--- src/rtl/register.sv ---
// Small register file used as scratch storage in the accelerator datapath.
// DEPTH entries of DATA_WIDTH bits, one write port and one read port.
// Read data is registered (one cycle latency) and held while r_en is low.
// A read and write to the same address in one cycle returns the new data.
// DEPTH must equal 2**ADDR_WIDTH so every address maps to a real entry.
module register #(
    parameter int DATA_WIDTH = 8,
    parameter int ADDR_WIDTH = 2,
    parameter int DEPTH      = 2 ** ADDR_WIDTH
) (
    input  logic                  clk,
    input  logic                  rst,
    input  logic                  w_en,
    input  logic [ADDR_WIDTH-1:0] w_adr,
    input  logic [DATA_WIDTH-1:0] w_data,
    input  logic                  r_en,
    input  logic [ADDR_WIDTH-1:0] r_adr,
    output logic [DATA_WIDTH-1:0] r_data
);

    // Storage entries; reset clears every one, so they are kept as flops.
    logic [DATA_WIDTH-1:0] mem_reg [DEPTH];

    logic [DATA_WIDTH-1:0] r_data_reg;
    logic [DATA_WIDTH-1:0] r_data_next;
    logic                  collision;

    genvar gi;
    generate
        for (gi = 0; gi < DEPTH; gi++) begin : g_entry
            // Each entry clears on reset and loads w_data when addressed by an enabled write.
            always_ff @(posedge clk) begin
                if (rst) begin
                    mem_reg[gi] <= '0;
                end else if (w_en && (w_adr == ADDR_WIDTH'(gi))) begin
                    mem_reg[gi] <= w_data;
                end
            end
        end
    endgenerate

    // Same-address read and write in one cycle: forward the incoming data.
    assign collision = w_en && r_en && (w_adr == r_adr);

    // Select the next read value; hold the previous one when no read is requested.
    always_comb begin
        r_data_next = r_data_reg;
        if (r_en) begin
            if (collision) begin
                r_data_next = w_data;
            end else begin
                r_data_next = mem_reg[r_adr];
            end
        end
    end

    // Read data register; reset overrides any read requested in the same cycle.
    always_ff @(posedge clk) begin
        if (rst) begin
            r_data_reg <= '0;
        end else begin
            r_data_reg <= r_data_next;
        end
    end

    assign r_data = r_data_reg;

endmodule

--- config.mk ---
export PLATFORM = sky130hd
export DESIGN_NAME = register
export DESIGN_NICKNAME = d
export VERILOG_FILES = /design/src/rtl/register.sv
export SDC_FILE = /design/constraint.sdc
export NUM_CORES = 1
export LEC_CHECK = 0
export ABC_AREA = 1
export BUFFER_PORTS_ARGS = -buffer_cell sky130_fd_sc_hd__buf_2
export CAP_MARGIN = 25
export CORE_MARGIN = 10
export CORE_UTILIZATION = 50
export DETAILED_ROUTE_END_ITERATION = 6
export HOLD_SLACK_MARGIN = 0.15
export PLACE_DENSITY = 0.69
export SYNTH_ARGS = -nofsm -noshare
export SYNTH_HDL_FRONTEND = slang
export SYNTH_SLANG_ARGS = --single-unit
export TNS_END_PERCENT = 5
--- constraint.sdc ---
create_clock -name clk -period 1.18 [get_ports clk]
set_input_delay 0.118 -clock clk [delete_from_list [all_inputs] [get_ports clk]]
set_output_delay 0.118 -clock clk [all_outputs]
set_load 0.01 [all_outputs]
==> results.md <==
- The run finished with clean final reports.
- The clock latency of the later-clocked register in the worst-skew pair is 0.29 ns.
- The critical hold path startpoint is w_data[7].
- The number of pins with negative max-slew slack in the final report is 0.
- The detailed-router iteration count before antenna repair is 4.
- The max-cap check violation count is 0.
- Global routing used under 10% of the available met3 tracks.
- In this run switching power makes up between 20% and 30% of total power.
- The worst path in the final design needs a cycle of around 1 ns, including I/O delays and setup.
- Routability-driven placement finished with a final weighted congestion of between 0.8 and 0.9.
- The initial antenna violation count is 0.
- The met1 capacity usage during global routing is around 16%.
- For this run, the register share of the synthesized area comes to between 50% and 60%.
- The worst hold-check path type is primary input to flop.
- From left edge to right edge, the die measures approximately 84 um.
- Once the clock tree was built, the resizer swapped 0 gates to a different size.
- Leaving out fill and tap cells, the most frequent cell in the layout is nand2_1.
- The utilization after layout is 58.9%.
- After detailed routing, the number of vias per cell comes to approximately 4.8.
- The number of antenna diodes is 0.
- The data arrival at the endpoint of the critical path is 1.18 ns.
- The biggest fanout along the worst timing path is 1.
- The maximum count of clock buffers along a single path is 2.
- The category of the worst setup path capture point is a flop.
- The CTS tree is yes.
- Cell internal power was estimated by the tool at 0.00240 W.
- During synthesis, Yosys emitted a total of 0 warnings.
- Averaged over all synthesized cells, the footprint is a little over 8 um2.
- The register with the most flip-flops in the layout has 32 of them.
- The capture endpoint of the worst hold path is r_data[7].
- The clock-pin slew on the worst setup and hold paths is 0.07 ns.
- The wire length per cell is 13.1 um.
- For met2 alone, demand over resource in global routing was about a fifth.
- The quantity of I/O buffers inserted on ports is 23.
- The number of DRC markers in iteration 0 is 110.
- The clock skew after layout is ~0.0024 ns.
- The endpoint of the most critical register-to-register path is r_data[2].
- The number of buffers created by CTS is 5.
- When the netlist entered floorplanning its net count stood at approximately 270.
- The worst register-to-register path has a depth of 8.
- Of the cells placed in the final design, the portion with a size suffix greater than 1 is 16.4%.
- Based on the critical path, the design can be clocked at up to approximately 1.0 GHz.
- The floorplan step set the die height to 84.3 um.
- STA puts the critical path data required time at between 1 and 1.5 ns.
- The leakage power summed over all cells is between 1 and 1.5 nW.
- The first global-routing pass estimated 7530 um of wire.
- The maximum level of the CTS H-tree is 2.
- The floorplan has 23 rows.
- The number of flip-flops and latches in the synthesized netlist is 40.
- After routing, the total negative slack on setup checks comes to 0 ns.
- The number of I/O pins is 24.
- Once detailed placement completed, the half-perimeter wirelength came to between 3000 and 4000 um.
- For the pin with the worst max-slew slack, the measured transition is around 0.42 ns.
- Summing over every cut layer, the via total after detailed routing is about 1.6k.
- The share of the clock period used by the worst path after layout is a little over four fifths.
- The die covers between 7000 and 8000 um2.
- Setup violations remaining at the end of the flow were counted as 0.
- VDD sags by at most around 0.82 mV.
- The startpoint type of the worst setup path is a flop.
- The total area inside the core boundary comes to between 4000 and 5000 um2.
- The power density over the cells is approximately 1400 nW/um2.
- The total cell area at the placement stage is roughly 2200 um2.
- Per report_power, the sequential group accounts for between 50 and 60% of the total.
- From synthesis to final layout, the design area changed by 13.9%.
- The tree is rooted in a clkbuf_8.
- The hold-fix buffer count after cts is 0.
- At the end of the flow, the number of nets in the layout was approximately 300.
- The initial core utilization is 51.7%.
- Once the clock tree was built, the setup fixing pass inserted 0 buffers.
- Setup repair after global routing left no endpoint under its margin.
- Along the worst hold path, the cell count comes to 5.
- In this run the most used layer during global routing was met2.
- After global routing the overflow that remains totals 0.
- Entering global routing, the biggest net connects 17 pins.
- The register-to-register setup slack is a little under 0.2 ns.
- After detailed routing, the total wire length is ~4400 um.
- The type of the worst setup path is flop to flop.
- With fillers left out, the area of the finished cells amounts to between 2000 and 2500 um2.
- The share of total power in combinational logic is 13.6%.
- The number of hold-slack violations in the final timing report came to 0.
- The power dissipated by switching net loads is 0.000781 W.
- In this run, the clock network consumes around a third of the power.
- The cell area after synthesis is approximately 2100 um2.
- The detail route stage leaves a number of antenna-violating nets equal to 0.
- For this run, the total global-route usage over all layers was measured as 12.8%.
- The worst slew slack as a fraction of its limit is between 70% and 80%.
- The final routed DRC violation total is 0.
- The number of distinct library cells after synthesis is 17.
- The worst register-to-register path begins at mem_reg[3][2].
- Synthesis handed over a netlist of approximately 260 instances.
- In the layout the commonest cells are 62 x nand2_1, 48 x inv_1, 48 x nor2_1.
- For this design, the sink count on the clock tree is 40.
- The via count of the first global-routing pass is 1554.
==> routing by layer <==
metal  vias up  share of wire, %  wire (um)
li1        846                 -          -
met1       715                47       2090
met2        35                45       1970
met3         9               5.8        255
met4         0               2.3        101
met5         -                 0          0
==> critical path, stage by stage, from the launching register on <==
cell      delay, ns
edfxtp_1       0.37
inv_1          0.06
nand2_1        0.04
nand3_1        0.09
nand2_1        0.08
nand2_1        0.07
nand3_1        0.08
nand2_1        0.07
inv_1          0.03
==> Yosys cell counts <==
cell type	instances	share of area (%)
nand2_1	62	11
inv_1	48	8.7
nor2_1	48	8.7
nand3_1	36	8.7
edfxtp_1	32	46
dfxtp_1	8	7.7
buf_4	4	1.5
inv_2	4	0.73
nand4_1	4	1.2
buf_2	3	0.73
nand2_2	2	0.60
a21oi_4	1	0.79
buf_6	1	0.54
inv_4	1	0.30
nand2_4	1	0.54
nor2_4	1	0.54
nor2_8	1	0.97
==> worst max path at each step <==
stage / from / endpoint / slack, ns / depth (start not counted)
after global placement: w_adr[1] / mem_reg[0][2] / 0.03 / 4
after CTS: mem_reg[3][2] / r_data[2] / 0.18 / 8
after floorplan: w_en / r_data[0] / 0.23 / 8
after global routing: mem_reg[2][7] / r_data[7] / 0.10 / 8
final: mem_reg[3][2] / r_data[2] / 0.20 / 8
after detailed placement: w_adr[1] / mem_reg[0][6] / 0.03 / 4
==> layout make-up <==
cell class | instances | area (um2)
Fill cell | 373 | 1650
Sequential cell | 40 | 1120
Multi-Input combinational cell | 156 | 689
Inverter | 53 | 201
Timing Repair Buffer | 29 | 173
Clock buffer | 6 | 72.6
Tap cell | 50 | 62.6
Clock inverter | 2 | 35.0
==> cell families (layout without fill, tap and decap cells) <==
family,after synthesis,count (layout),synth area share [%]
compound gates,1,1,0.787
buf+inv,61,90,12.5
flops,40,40,54.2
simple gates,155,155,32.5
==> power groups by stage <==
stage | clock [W] | sequential (W) | combinational [W]
after floorplan | 0 | 0.00170 | 0.000285
after global placement | 0 | 0.00169 | 0.000429
after detailed placement | 0 | 0.00169 | 0.000433
after CTS | 0.00112 | 0.00166 | 0.000435
after global routing | 0.00118 | 0.00167 | 0.000494
final | 0.00110 | 0.00166 | 0.000433
==> per-stage QoR <==
| step | setup slack, ns | power [W] | hold WS (ns) | instances |
|---|---|---|---|---|
| 2_1_floorplan | 0.231 | 0.00198 | 0.350 | 257 |
| 3_3_place_gp | 0.0347 | 0.00212 | 0.464 | 328 |
| 3_5_place_dp | 0.0302 | 0.00212 | 0.475 | 328 |
| 4_1_cts | 0.182 | 0.00321 | 0.167 | 336 |
| 5_1_grt | 0.101 | 0.00334 | 0.213 | 336 |
| 6_report | 0.198 | 0.00319 | 0.172 | 336 |
Note: power is estimated with default switching activity, not from simulation.
